File: config.mk
export PLATFORM = sky130hd
export DESIGN_NAME = layer_job_sched
export DESIGN_NICKNAME = d
export VERILOG_FILES = /design/src/rtl/diff_core_pkg.sv /design/src/rtl/layer_desc_fifo.sv /design/src/rtl/layer_job_sched.sv
export SDC_FILE = /design/constraint.sdc
export NUM_CORES = 1
export LEC_CHECK = 0
export ABC_CLOCK_PERIOD_IN_PS = 2700
export BUFFER_PORTS_ARGS = -buffer_cell sky130_fd_sc_hd__buf_2
export CAP_MARGIN = 30
export CORE_ASPECT_RATIO = 1.75
export CORE_MARGIN = 5
export CORE_UTILIZATION = 57
export DETAILED_ROUTE_END_ITERATION = 8
export GPL_TIMING_DRIVEN = 0
export PLACE_DENSITY = 0.76
export SYNTH_ARGS = -nofsm -noshare
export SYNTH_HDL_FRONTEND = slang
export SYNTH_SLANG_ARGS = --single-unit
File: constraint.sdc
create_clock -name clk -period 2.7 [get_ports clk]
set_input_delay 0.54 -clock clk [delete_from_list [all_inputs] [get_ports clk]]
set_output_delay 0.54 -clock clk [all_outputs]
set_load 0.01 [all_outputs]
File: src/rtl/diff_core_pkg.sv
// Shared types for the diff_core layer sequencing path: the layer descriptor
// record and the job scheduler state encoding.
package diff_core_pkg;

  typedef struct packed {
    logic [7:0] w;
    logic [7:0] h;
    logic [7:0] c;
    logic       kernal_mode;
    logic       bit_mode;
    logic       last;
  } layer_desc_t;

  typedef enum logic [2:0] {
    IDLE,
    ISSUE,
    RUN,
    NEXT,
    DONE
  } sched_state_e;

endpackage

File: src/rtl/layer_desc_fifo.sv
// Synchronous descriptor FIFO with flush; a push is accepted while full
// when a pop happens in the same cycle.
module layer_desc_fifo
  import diff_core_pkg::*;
#(
  parameter int unsigned DEPTH = 4
) (
  input  logic        clk,
  input  logic        rst_n,
  input  logic        flush,
  input  logic        push,
  input  logic        pop,
  input  layer_desc_t wr_data,
  output layer_desc_t rd_data,
  output logic        full,
  output logic        empty
);

  localparam int unsigned PTR_W = (DEPTH > 1) ? $clog2(DEPTH) : 1;
  localparam int unsigned CNT_W = PTR_W + 1;

  layer_desc_t      mem_q [DEPTH];
  logic [PTR_W-1:0] wr_ptr_q, wr_ptr_d;
  logic [PTR_W-1:0] rd_ptr_q, rd_ptr_d;
  logic [CNT_W-1:0] count_q, count_d;
  logic             do_push, do_pop;

  assign full    = (count_q == CNT_W'(DEPTH));
  assign empty   = (count_q == '0);
  assign rd_data = mem_q[rd_ptr_q];
  assign do_pop  = pop && !empty;
  assign do_push = push && (!full || do_pop);

  // Pointers wrap naturally because DEPTH is a power of two.
  always_comb begin
    wr_ptr_d = wr_ptr_q;
    rd_ptr_d = rd_ptr_q;
    count_d  = count_q;
    if (flush) begin
      wr_ptr_d = '0;
      rd_ptr_d = '0;
      count_d  = '0;
    end else begin
      if (do_push) wr_ptr_d = wr_ptr_q + 1'b1;
      if (do_pop)  rd_ptr_d = rd_ptr_q + 1'b1;
      case ({do_push, do_pop})
        2'b10:   count_d = count_q + 1'b1;
        2'b01:   count_d = count_q - 1'b1;
        default: count_d = count_q;
      endcase
    end
  end

  always_ff @(posedge clk or negedge rst_n) begin
    if (!rst_n) begin
      wr_ptr_q <= '0;
      rd_ptr_q <= '0;
      count_q  <= '0;
    end else begin
      wr_ptr_q <= wr_ptr_d;
      rd_ptr_q <= rd_ptr_d;
      count_q  <= count_d;
    end
  end

  always_ff @(posedge clk) begin
    if (do_push && !flush) mem_q[wr_ptr_q] <= wr_data;
  end

endmodule

File: src/rtl/layer_job_sched.sv
// Issues buffered layer descriptors one at a time to the guard-gen controller.
// Define LAYER_SCHED_PERF_EN to add the per-job RUN cycle counter outputs.
module layer_job_sched
  import diff_core_pkg::*;
#(
  parameter int unsigned DEPTH = 4,
  parameter int unsigned ID_W  = 4
) (
  input  logic            clk,
  input  logic            rst_n,
  input  logic            start,
  input  logic            abort,
  input  logic            desc_valid,
  output logic            desc_ready,
  input  logic [7:0]      desc_w,
  input  logic [7:0]      desc_h,
  input  logic [7:0]      desc_c,
  input  logic            desc_kernal_mode,
  input  logic            desc_bit_mode,
  input  logic            desc_last,
  output logic            ctrl_valid,
  input  logic            ctrl_ready,
  input  logic            ctrl_finish,
  output logic [7:0]      w_num,
  output logic [7:0]      h_num,
  output logic [7:0]      c_num,
  output logic            kernal_mode,
  output logic            bit_mode,
  output logic [ID_W-1:0] job_id,
  output logic            busy,
  output logic            done
`ifdef LAYER_SCHED_PERF_EN
  ,
  output logic [31:0]     job_cycles,
  output logic            job_cycles_vld
`endif
);

  sched_state_e    state_q, state_d;
  logic [ID_W-1:0] job_id_q, job_id_d;
  logic            seen_busy_q, seen_busy_d;
  layer_desc_t     in_desc, head;
  logic            fifo_full, fifo_empty, fifo_push, fifo_pop;

  assign in_desc    = {desc_w, desc_h, desc_c, desc_kernal_mode, desc_bit_mode, desc_last};
  assign fifo_pop   = (state_q == NEXT);
  assign desc_ready = !fifo_full || fifo_pop;
  assign fifo_push  = desc_valid && desc_ready && !abort;
  assign job_id     = job_id_q;

  layer_desc_fifo #(
    .DEPTH(DEPTH)
  ) u_fifo (
    .clk     (clk),
    .rst_n   (rst_n),
    .flush   (abort),
    .push    (fifo_push),
    .pop     (fifo_pop),
    .wr_data (in_desc),
    .rd_data (head),
    .full    (fifo_full),
    .empty   (fifo_empty)
  );

  always_ff @(posedge clk or negedge rst_n) begin
    if (!rst_n) begin
      state_q     <= IDLE;
      job_id_q    <= '0;
      seen_busy_q <= 1'b0;
    end else begin
      state_q     <= state_d;
      job_id_q    <= job_id_d;
      seen_busy_q <= seen_busy_d;
    end
  end

  // The controller strobes finish while idle and right after a load, so a
  // finish only counts once it has been seen busy (ready low) in this job.
  always_comb begin
    state_d     = state_q;
    job_id_d    = job_id_q;
    seen_busy_d = seen_busy_q;
    case (state_q)
      IDLE: begin
        if (start && !fifo_empty) begin
          state_d  = ISSUE;
          job_id_d = '0;
        end
      end
      ISSUE: begin
        if (!fifo_empty && ctrl_ready) begin
          state_d     = RUN;
          seen_busy_d = 1'b0;
        end
      end
      RUN: begin
        if (!ctrl_ready) seen_busy_d = 1'b1;
        if (ctrl_finish && seen_busy_q) state_d = NEXT;
      end
      NEXT: begin
        if (head.last) begin
          state_d = DONE;
        end else begin
          state_d  = ISSUE;
          job_id_d = job_id_q + 1'b1;
        end
      end
      DONE:    state_d = IDLE;
      default: state_d = IDLE;
    endcase
    if (abort) state_d = IDLE;
  end

  always_comb begin
    ctrl_valid  = (state_q == ISSUE) && !fifo_empty;
    busy        = (state_q != IDLE);
    done        = (state_q == DONE);
    w_num       = '0;
    h_num       = '0;
    c_num       = '0;
    kernal_mode = 1'b0;
    bit_mode    = 1'b0;
    if (ctrl_valid) begin
      w_num       = head.w;
      h_num       = head.h;
      c_num       = head.c;
      kernal_mode = head.kernal_mode;
      bit_mode    = head.bit_mode;
    end
  end

`ifdef LAYER_SCHED_PERF_EN
  logic [31:0] job_cycles_q, job_cycles_d;

  always_comb begin
    job_cycles_d = job_cycles_q;
    if (state_q == ISSUE && state_d == RUN) begin
      job_cycles_d = '0;
    end else if (state_q == RUN && job_cycles_q != '1) begin
      job_cycles_d = job_cycles_q + 32'd1;
    end
  end

  always_ff @(posedge clk or negedge rst_n) begin
    if (!rst_n) job_cycles_q <= '0;
    else        job_cycles_q <= job_cycles_d;
  end

  assign job_cycles     = job_cycles_q;
  assign job_cycles_vld = (state_q == NEXT);
`endif

endmodule

# After elaboration in Yosys (flattened, before gate mapping)

Memory sizes are Yosys's and may differ from the RTL's.
Cells that the tools add are included.

Bits in registers: 15
Latch bits: 0
Memory bits (writable): 108
Bits in read-only memories: 0
Input bits: 34
Output and inout bits: 34
Logic and storage cells: 76
Memories: 1

Add/subtract/negate cells: 5
Multiply operators: 0
Divide/modulo/power cells: 0
$lt $le $gt $ge: 0
Equality and inequality tests: 14
Shifts and indexed selects: 0
Mux-type cells: 25
Bitwise operators: 0
Reduce and logical (&&, ||, !) cells: 25

Memory list:

| name         | words | width | rd ports | clocked after memory_dff | write ports | line                  | text |
|---|---|---|---|---|---|---|---|
| u_fifo.mem_q | 4     | 27    | 1        | 0                        | 1           | layer_desc_fifo.sv:22 | `layer_desc_t mem_q [DEPTH];` |

Operators with widths:

| kind                                                | number |
|---|---|
| two-way mux 8 bit                                   | 3 |
| two-way mux 3 bit                                   | 6 |
| one-hot mux 3 bit (4 select lines)                  | 1 |
| logical AND 1 bit                                   | 9 |
| inequality test 3 bit, second input constant        | 3 |
| AND reduction 3 bit                                 | 3 |
| two-way mux 2 bit                                   | 4 |
| two-way mux 4 bit                                   | 2 |
| inequality test 2 bit, second input constant        | 4 |
| one-hot mux 4 bit (2 select lines)                  | 1 |
| nonzero test 2 bit                                  | 4 |
| equality test 3 x 2 -> 1 bit, second input constant | 2 |
| equality test 3 bit, second input constant          | 2 |
| logical NOT 3 bit                                   | 2 |
| two-way mux 1 bit                                   | 6 |
| one-hot mux 3 bit (2 select lines)                  | 1 |
| nonzero test 3 bit                                  | 2 |
| adder 2 x 1 -> 2 bit, second input constant         | 2 |
| adder 4 x 1 -> 4 bit, second input constant         | 1 |
| adder 3 x 1 -> 3 bit, second input constant         | 1 |
| equality test 3 x 1 -> 1 bit, second input constant | 1 |
| logical NOT 1 bit                                   | 3 |
| subtractor 3 x 1 -> 3 bit, second input constant    | 1 |
| equality test 2 x 1 -> 1 bit, second input constant | 1 |
| other kinds (3)                                     | 4 |

# Longest topological paths before layout

Gate-level depths: netlist of run 1.

Depth after elaboration: 9
Gate-level depth with buffers: 8
Gate-level depth less buffers: 7

# Hierarchy

Synthesis of run 1 repeated with hierarchy kept, for this count alone.

Cells, all modules: 293
Area total of the unflattened synthesis: 5,163.7 um^2

Modules (own cells, without submodules):

| module          | times used | cells each | area each (um^2) |
|---|---|---|---|
| layer_desc_fifo | 1          | 208        | 4,474.3 |
| layer_job_sched | 1          | 85         | 689.4 |

# Worst setup path after synthesis of run 1

Ideal clock, no wire load.

Path type: register to register
Start point: register state_q[2]
End point: memory u_fifo.mem_q[1][0] in the netlist's numbering (enable)
Library setup time: 0.386 ns
Data arrival time: 1.905 ns
Path slack: 0.409 ns
Cell stages (with the launch flop): 5
Period minus slack after synthesis: 2.291 ns
Cells stage by stage: dfrtp_1 clkbuf_2 nand3b_4 a311oi_1 and2_1

Longest elaborated chain between the ends: 8
Elaborated cells between the ends (all ways): 10

Ends and longest elaborated chain:

| element                                   | line                  | text |
|---|---|---|
| start, declared                           | layer_job_sched.sv:39 | `sched_state_e state_q, state_d;` |
| start signal, assigned                    | layer_job_sched.sv:71 | `state_q <= state_d;` |
| equality test 3 x 2 -> 1 bit *            | layer_job_sched.sv:46 | `assign fifo_pop = (state_q == NEXT);` |
| logical OR 1 bit                          | layer_job_sched.sv:47 | `assign desc_ready = !fifo_full \|\| fifo_pop;` |
| logical AND 1 bit (2 in a row)            | layer_job_sched.sv:48 | `assign fifo_push = desc_valid && desc_ready && !abort;` |
| logical AND 1 bit *                       | layer_desc_fifo.sv:32 | `assign do_push = push && (!full \|\| do_pop);` |
| logical AND 1 bit *                       | layer_desc_fifo.sv:67 | `if (do_push && !flush) mem_q[wr_ptr_q] <= wr_data;` |
| two-way mux 1 bit *                       | layer_desc_fifo.sv:67 |  |
| two-way mux 1 bit (implied by the code) * | layer_desc_fifo.sv:67 |  |
| end, declared                             | layer_desc_fifo.sv:22 |  |

Mark *: on every way between the ends. The rest lies on a longest branch, timed or not.

# Worst setup path in the final report of run 1

Start point: register u_fifo.rd_ptr_q[1]
End point: output w_num[4]

Longest elaborated chain between the ends: 2

Ends and longest elaborated chain:

| element                  | line                   | text |
|---|---|---|
| start, declared          | layer_desc_fifo.sv:24  | `logic [PTR_W-1:0] rd_ptr_q, rd_ptr_d;` |
| start signal, assigned   | layer_desc_fifo.sv:61  | `rd_ptr_q <= rd_ptr_d;` |
| memory read (4 x 27 bit) | n/a                    |  |
| two-way mux 8 bit        | layer_job_sched.sv:123 | `if (ctrl_valid) begin` |
| end, declared            | layer_job_sched.sv:24  | `output logic [7:0] w_num,` |

Every way passes these cells.

==> results of run 1 <==
[cell usage in the layout (no fill, tap or decap), drive strengths merged, types with 5 or more instances in the layout]
cell type,n
nor2b,27
bufinv,5
and2,5
nor2,10
clkinv,8
buf,75
dfrtp,15
clkbuf,23
nand3,6
nand2,10
edfxtp,108
mux2i,6
ha,5
mux4,27
[sequential cells by signal, summed over array words and instances, names as in the netlist]
name,cells
seen_busy_q,1
u_fifo.rd_ptr_q,2
u_fifo.wr_ptr_q,2
job_id,4
u_fifo.count_q,3
u_fifo.mem_q,108
state_q,3
[worst min path at each step]
stage,to,slack (ns),cells past startpoint
floorplan,job_id[0],0.24,0
global placement,job_id[3],0.46,1
detailed placement,job_id[3],0.47,1
CTS,job_id[3],0.03,1
global route,job_id[3],0.05,1
finish,job_id[1],0.04,1
[per-stage QoR]
stage          hold slack, ns  std cells  setup WS [ns]  area, µm²  setup TNS (ns)
4_1_cts                0.0286        489        0.00247       6200               0
6_report               0.0439        489          0.137       6220               0
3_3_place_gp            0.457        457         -0.259       5560          -26.73
3_5_place_dp            0.466        457          0.150       5570               0
2_1_floorplan           0.244        273          0.409       5080               0
5_1_grt                0.0548        489        0.00626       6220               0
[area by class of cell]
| cell class | instances | area [µm²] | share of cell area, % |
|---|---|---|---|
| Multi-Input combinational cell | 133 | 1380 | 22.1 |
| Tap cell | 117 | 146 | 2.35 |
| Buffer | 13 | 103 | 1.65 |
| Timing Repair Buffer | 67 | 335 | 5.39 |
| Inverter | 4 | 15.0 | 0.241 |
| Sequential cell | 123 | 3620 | 58.2 |
| Clock buffer | 18 | 429 | 6.89 |
| Clock inverter | 14 | 201 | 3.24 |
[routing by layer]
layer,wire length (µm),global-route usage (%),vias to the layer above,share of wire [%]
li1,-,-,1239,-
met1,3580,21.4,1384,38
met5,0,0,-,0
met2,5280,34.0,67,56
met3,401,5.34,11,4.3
met4,131,8.27,0,1.4
[report_power, final]
group | switching (µW) | leakage [µW] | internal [µW]
Combinational | 119 | 0.000852 | 86.6
Clock | 764 | 0.000306 | 1620
Sequential | 24.9 | 0.00119 | 2140
Total | 908 | 0.00234 | 3850
[repair_timing]
action,in CTS,in global routing
endpoints found under the setup margin,18,16
hold buffers,0,0
gates resized for setup,2,7
[worst max-delay path, cell delays in order, from the launching register on]
cell	delay, ns
dfrtp_1	0.38
buf_2	0.29
clkbuf_4	0.31
mux4_2	0.32
nor2b_1	0.17
buf_2	0.14
[kinds of logic (layout without fill, tap and decap cells)]
family	Yosys count	count (layout)	synth area share [%]
flip-flops	123	123	71.2
AND/OR/NAND/NOR	74	74	8.67
multiplexers	36	36	13.9
buffers and inverters	17	116	1.92
AO/OA/AOI/OAI	14	14	2.12
adder cells (fa/ha/maj)	6	6	1.63
XOR/XNOR	3	3	0.517
==> results.json, run 1 <==
{
  "p_leak_uw": 0.00234,
  "worstPathRequired_ns": 2.16,
  "cts_tree": "yes",
  "r2r-start": "state_q[2]",
  "power_uw": 4760,
  "arrival_ns": 2.02,
  "max_freq_mhz": 390,
  "cts_root_buf": "clkbuf_16",
  "nFillCells": 599,
  "io_pins": 68,
  "startpoint_type": "flip-flop",
  "syn_avg_cell_area_um2": 18.6,
  "antenna_found_initial": 0,
  "reg2reg_depth": 4,
  "cts.sinks": 123,
  "maxSlewHeadroom_pct": 49.2,
  "rows": 45,
  "drive_above_1_share_pct": 39.8,
  "rsz0062_at_grt": "false",
  "postSynthCellCount": 273,
  "timing.final.crit_share_pct": 94.9,
  "via_per_inst": 5.52,
  "core_mm2": 0.00867,
  "synthArstFlopShare_pct": 12.2,
  "nets": 399,
  "finalCoreUtilization_pct": 71.8,
  "power_density_mw_per_mm2": 764,
  "ys.flop_type": "edfxtp_1",
  "synth_nets": 313,
  "grt_pass1_vias": 2962,
  "wl_um": 9390,
  "status": "finished clean",
  "ys.warnings.count": 0,
  "r2r_slack_ns": 0.21,
  "syn2layout_area_growth_pct": 22.6,
  "synth_edf_count": 108,
  "n_antenna_cell": 0,
  "grt_max_degree": 28,
  "maxCapViolations": 0,
  "route.vias.total": 2701,
  "yosysSeqAreaShare_pct": 71.2,
  "numCtsBuffers": 17,
  "ys_types": 41,
  "path_class": "reg -> out",
  "ant_nets": 0,
  "grt_pass1_wl_um": 15000,
  "clock_latency_ns": 0.40,
  "io_buffer_count": 67,
  "grt_overflow": 0,
  "die_h_um": 135,
  "slew_viol_final": 0,
  "hold_viol": 0,
  "yosys-top-cells-count": "edfxtp_1, mux4_2, nor2b_1",
  "clk_pin_slew_ns": 0.05,
  "ys_seq_elements": 123,
  "ctsHtreeMaxLevel": 4,
  "max-clock-path-buffers": 2,
  "layout_min_cycle_time_ns": 2.56,
  "hpwl_um": 5810,
  "start_util_pct": 58.6,
  "worst-path-max-fanout": 10,
  "cts_setup_buffers": 0,
  "synth_top_area_cell": "edfxtp_1",
  "tightest_slew_ns": 0.762,
  "holdCritPathClass": "in -> async",
  "reg2reg_to": "u_fifo.mem_q[1][11]",
  "drtIter0Drc": 130,
  "dieArea_mm2": 0.0110,
  "yosysMostFrequentCell": "edfxtp_1",
  "finalSetupViolations": 0,
  "synth_top_cell_area_share_pct": 63.9,
  "syn-cell-area_mm2": 0.00508,
  "end_kind": "primary output",
  "synth_area_leaders": "edfxtp_1, mux4_2, dfrtp_1",
  "firstDrtPassIters": 4,
  "place_congestion": 0.741,
  "skew_ns": 0.00790,
  "die_x_um": 81.4,
  "wl_per_cell_um": 19.2,
  "grt_usage_pct": 19.3,
  "ir_worst_vdd_uv": 674,
  "drc": 0,
  "startpoint": "u_fifo.rd_ptr_q[1]",
  "cp-endpoint": "w_num[4]"
}
(Power assumes the default switching activity.)
==> inputs of run 2 (changes only) <==
==> constraint.sdc (replaced) <==
create_clock -name clk -period 2.7 [get_ports clk]
set_input_delay 0.54 -clock clk [delete_from_list [all_inputs] [get_ports clk]]
set_output_delay 0.54 -clock clk [all_outputs]
set_load 0.05 [all_outputs]
==> run 2 against run 1 <==
  * Flip-flop and latch count is the same
  * Hold slack lost 0.0044 ns
  * Clock skew shrank 0.0011 ns
  * Setup slack lost 0.070 ns
  * First-iteration DRC count is the same
  * Design area grew 0.56%
  * Wire length grew 0.73%
  * Count of clock-buffer cells in the layout is the same
  * Via count shrank 0.70%
  * Clock power is essentially flat
  * Critical endpoint is now c_num[5]
  * Highest routed layer unchanged
==> results.json, run 2 (same netlist as run 1, synthesis figures left out) <==
{
  "status": "finished clean",
  "rsz0062_at_grt": "false",
  "die_h_um": 135,
  "p_leak_uw": 0.00236,
  "io_buffer_count": 67,
  "io_pins": 68,
  "place_congestion": 0.741,
  "ctsHtreeMaxLevel": 4,
  "drtIter0Drc": 130,
  "finalSetupViolations": 0,
  "worst-path-max-fanout": 10,
  "holdCritPathClass": "in -> async",
  "die_x_um": 81.4,
  "worstPathRequired_ns": 2.16,
  "clock_latency_ns": 0.40,
  "rows": 45,
  "largest_reg_flops": 108,
  "max_freq_mhz": 380,
  "arrival_ns": 2.09,
  "route.vias.total": 2682,
  "numCtsBuffers": 17,
  "n_antenna_cell": 0,
  "final-seq-area_mm2": 0.00362,
  "hpwl_um": 5810,
  "maxSlewHeadroom_pct": 49.8,
  "drive_above_1_share_pct": 40.0,
  "skew_ns": 0.00680,
  "drc": 0,
  "final_cell_mix": "edfxtp_1, buf_2, mux4_2, nor2b_1, clkbuf_16",
  "core_mm2": 0.00867,
  "grt_max_degree": 28,
  "start_util_pct": 58.6,
  "timing.final.crit_share_pct": 97.5,
  "startpoint_type": "flip-flop",
  "wl_um": 9460,
  "power_density_mw_per_mm2": 766,
  "antenna_found_initial": 0,
  "cts_tree": "yes",
  "finalCoreUtilization_pct": 72.2,
  "cts.sinks": 123,
  "max-clock-path-buffers": 2,
  "grt_pass1_vias": 2990,
  "nets": 402,
  "syn2layout_area_growth_pct": 23.3,
  "maxCapViolations": 0,
  "ir_worst_vdd_uv": 676,
  "grt_usage_pct": 19.4,
  "r2r_slack_ns": 0.22,
  "grt_overflow": 0,
  "regMostFlops": "u_fifo.mem_q",
  "cts_root_buf": "clkbuf_16",
  "nFillCells": 591,
  "setup-tns-final_ns": 0,
  "slew_viol_final": 0,
  "end_kind": "primary output",
  "r2r-start": "state_q[2]",
  "dieArea_mm2": 0.0110,
  "clk_pin_slew_ns": 0.05,
  "reg2reg_depth": 4,
  "layout_min_cycle_time_ns": 2.63,
  "via_per_inst": 5.45,
  "reg2reg_to": "u_fifo.mem_q[1][12]",
  "grt_pass1_wl_um": 15100,
  "cp-endpoint": "c_num[5]",
  "multiInputGateArea_mm2": 0.00138,
  "path_class": "reg -> out",
  "wl_per_cell_um": 19.2,
  "hold_viol": 0,
  "firstDrtPassIters": 4,
  "startpoint": "u_fifo.count_q[2]",
  "ant_nets": 0,
  "final_common_cell": "edfxtp_1",
  "tightest_slew_ns": 0.753
}
==> run 2: cell count changes in the layout (fill, tap and decap cells not counted) <==
cell / before / now
buf_12: 0 / 1
buf_2: 70 / 68
buf_4: 1 / 8
buf_6: 3 / 2
clkbuf_4: 3 / 1
dfrtp_1: 14 / 15
dfrtp_2: 1 / 0
==> run 2: layer usage <==
| metal | part of all wire, % | routed length, µm | vias up | track usage (%) |
|---|---|---|---|---|
| met3 | 4.5 | 423 | 12 | 5.34 |
| met4 | 1.5 | 143 | 0 | 8.27 |
| met1 | 37 | 3500 | 1359 | 21.2 |
| met2 | 57 | 5390 | 62 | 34.2 |
| li1 | - | - | 1249 | - |
| met5 | 0 | 0 | - | 0 |
==> run 2: through the flow <==
step / hold slack, ns / power (µW) / instances / area [µm²] / setup slack (ns)
6_report: 0.0395 / 4800 / 492 / 6260 / 0.0667
2_1_floorplan: 0.244 / 2350 / 273 / 5080 / 0.409
4_1_cts: 0.0286 / 4830 / 490 / 6230 / 0.0144
3_5_place_dp: 0.466 / 2440 / 457 / 5570 / 0.150
5_1_grt: 0.0536 / 4930 / 492 / 6260 / 0.00309
3_3_place_gp: 0.457 / 2430 / 457 / 5560 / -0.259
==> run 2: worst min-delay path by stage <==
stage / start / endpoint / cells past startpoint
after floorplan: rst_n / job_id[0] / 0
after global placement: job_id[3] / job_id[3] / 1
after detailed placement: rst_n / job_id[3] / 1
after CTS: rst_n / job_id[3] / 1
after global routing: rst_n / job_id[3] / 1
final: rst_n / job_id[1] / 1
==> run 2: where the power goes <==
| part | leakage (µW) | internal [µW] | switching, µW |
|---|---|---|---|
| clock network | 0.000306 | 1620 | 769 |
| registers | 0.00119 | 2140 | 24.9 |
| logic | 0.000871 | 87.0 | 152 |
==> run 2: layout make-up <==
class	count	share of cell area, %
multi-input cells	133	22.0
clock inverters	14	3.22
repair buffers	70	5.80
clock buffers	18	6.86
plain buffers	13	1.78
well taps	117	2.34
flip-flops and latches	123	57.8
inverters	4	0.240
==> run 2: critical path, cell delays in order, from the launching register on <==
cell      delay, ns
dfrtp_1        0.46
or3_1          0.41
buf_6          0.16
nand3_4        0.16
buf_4          0.21
nor2b_1        0.08
clkbuf_4       0.21
==> run 2: repair_timing <==
action                                  in CTS  in global routing
gates resized for setup                      9                  3
endpoints found under the setup margin      20                  7
hold buffers                                 0                  0
gates cloned                                 0                  0
buffers inserted                             1                  2
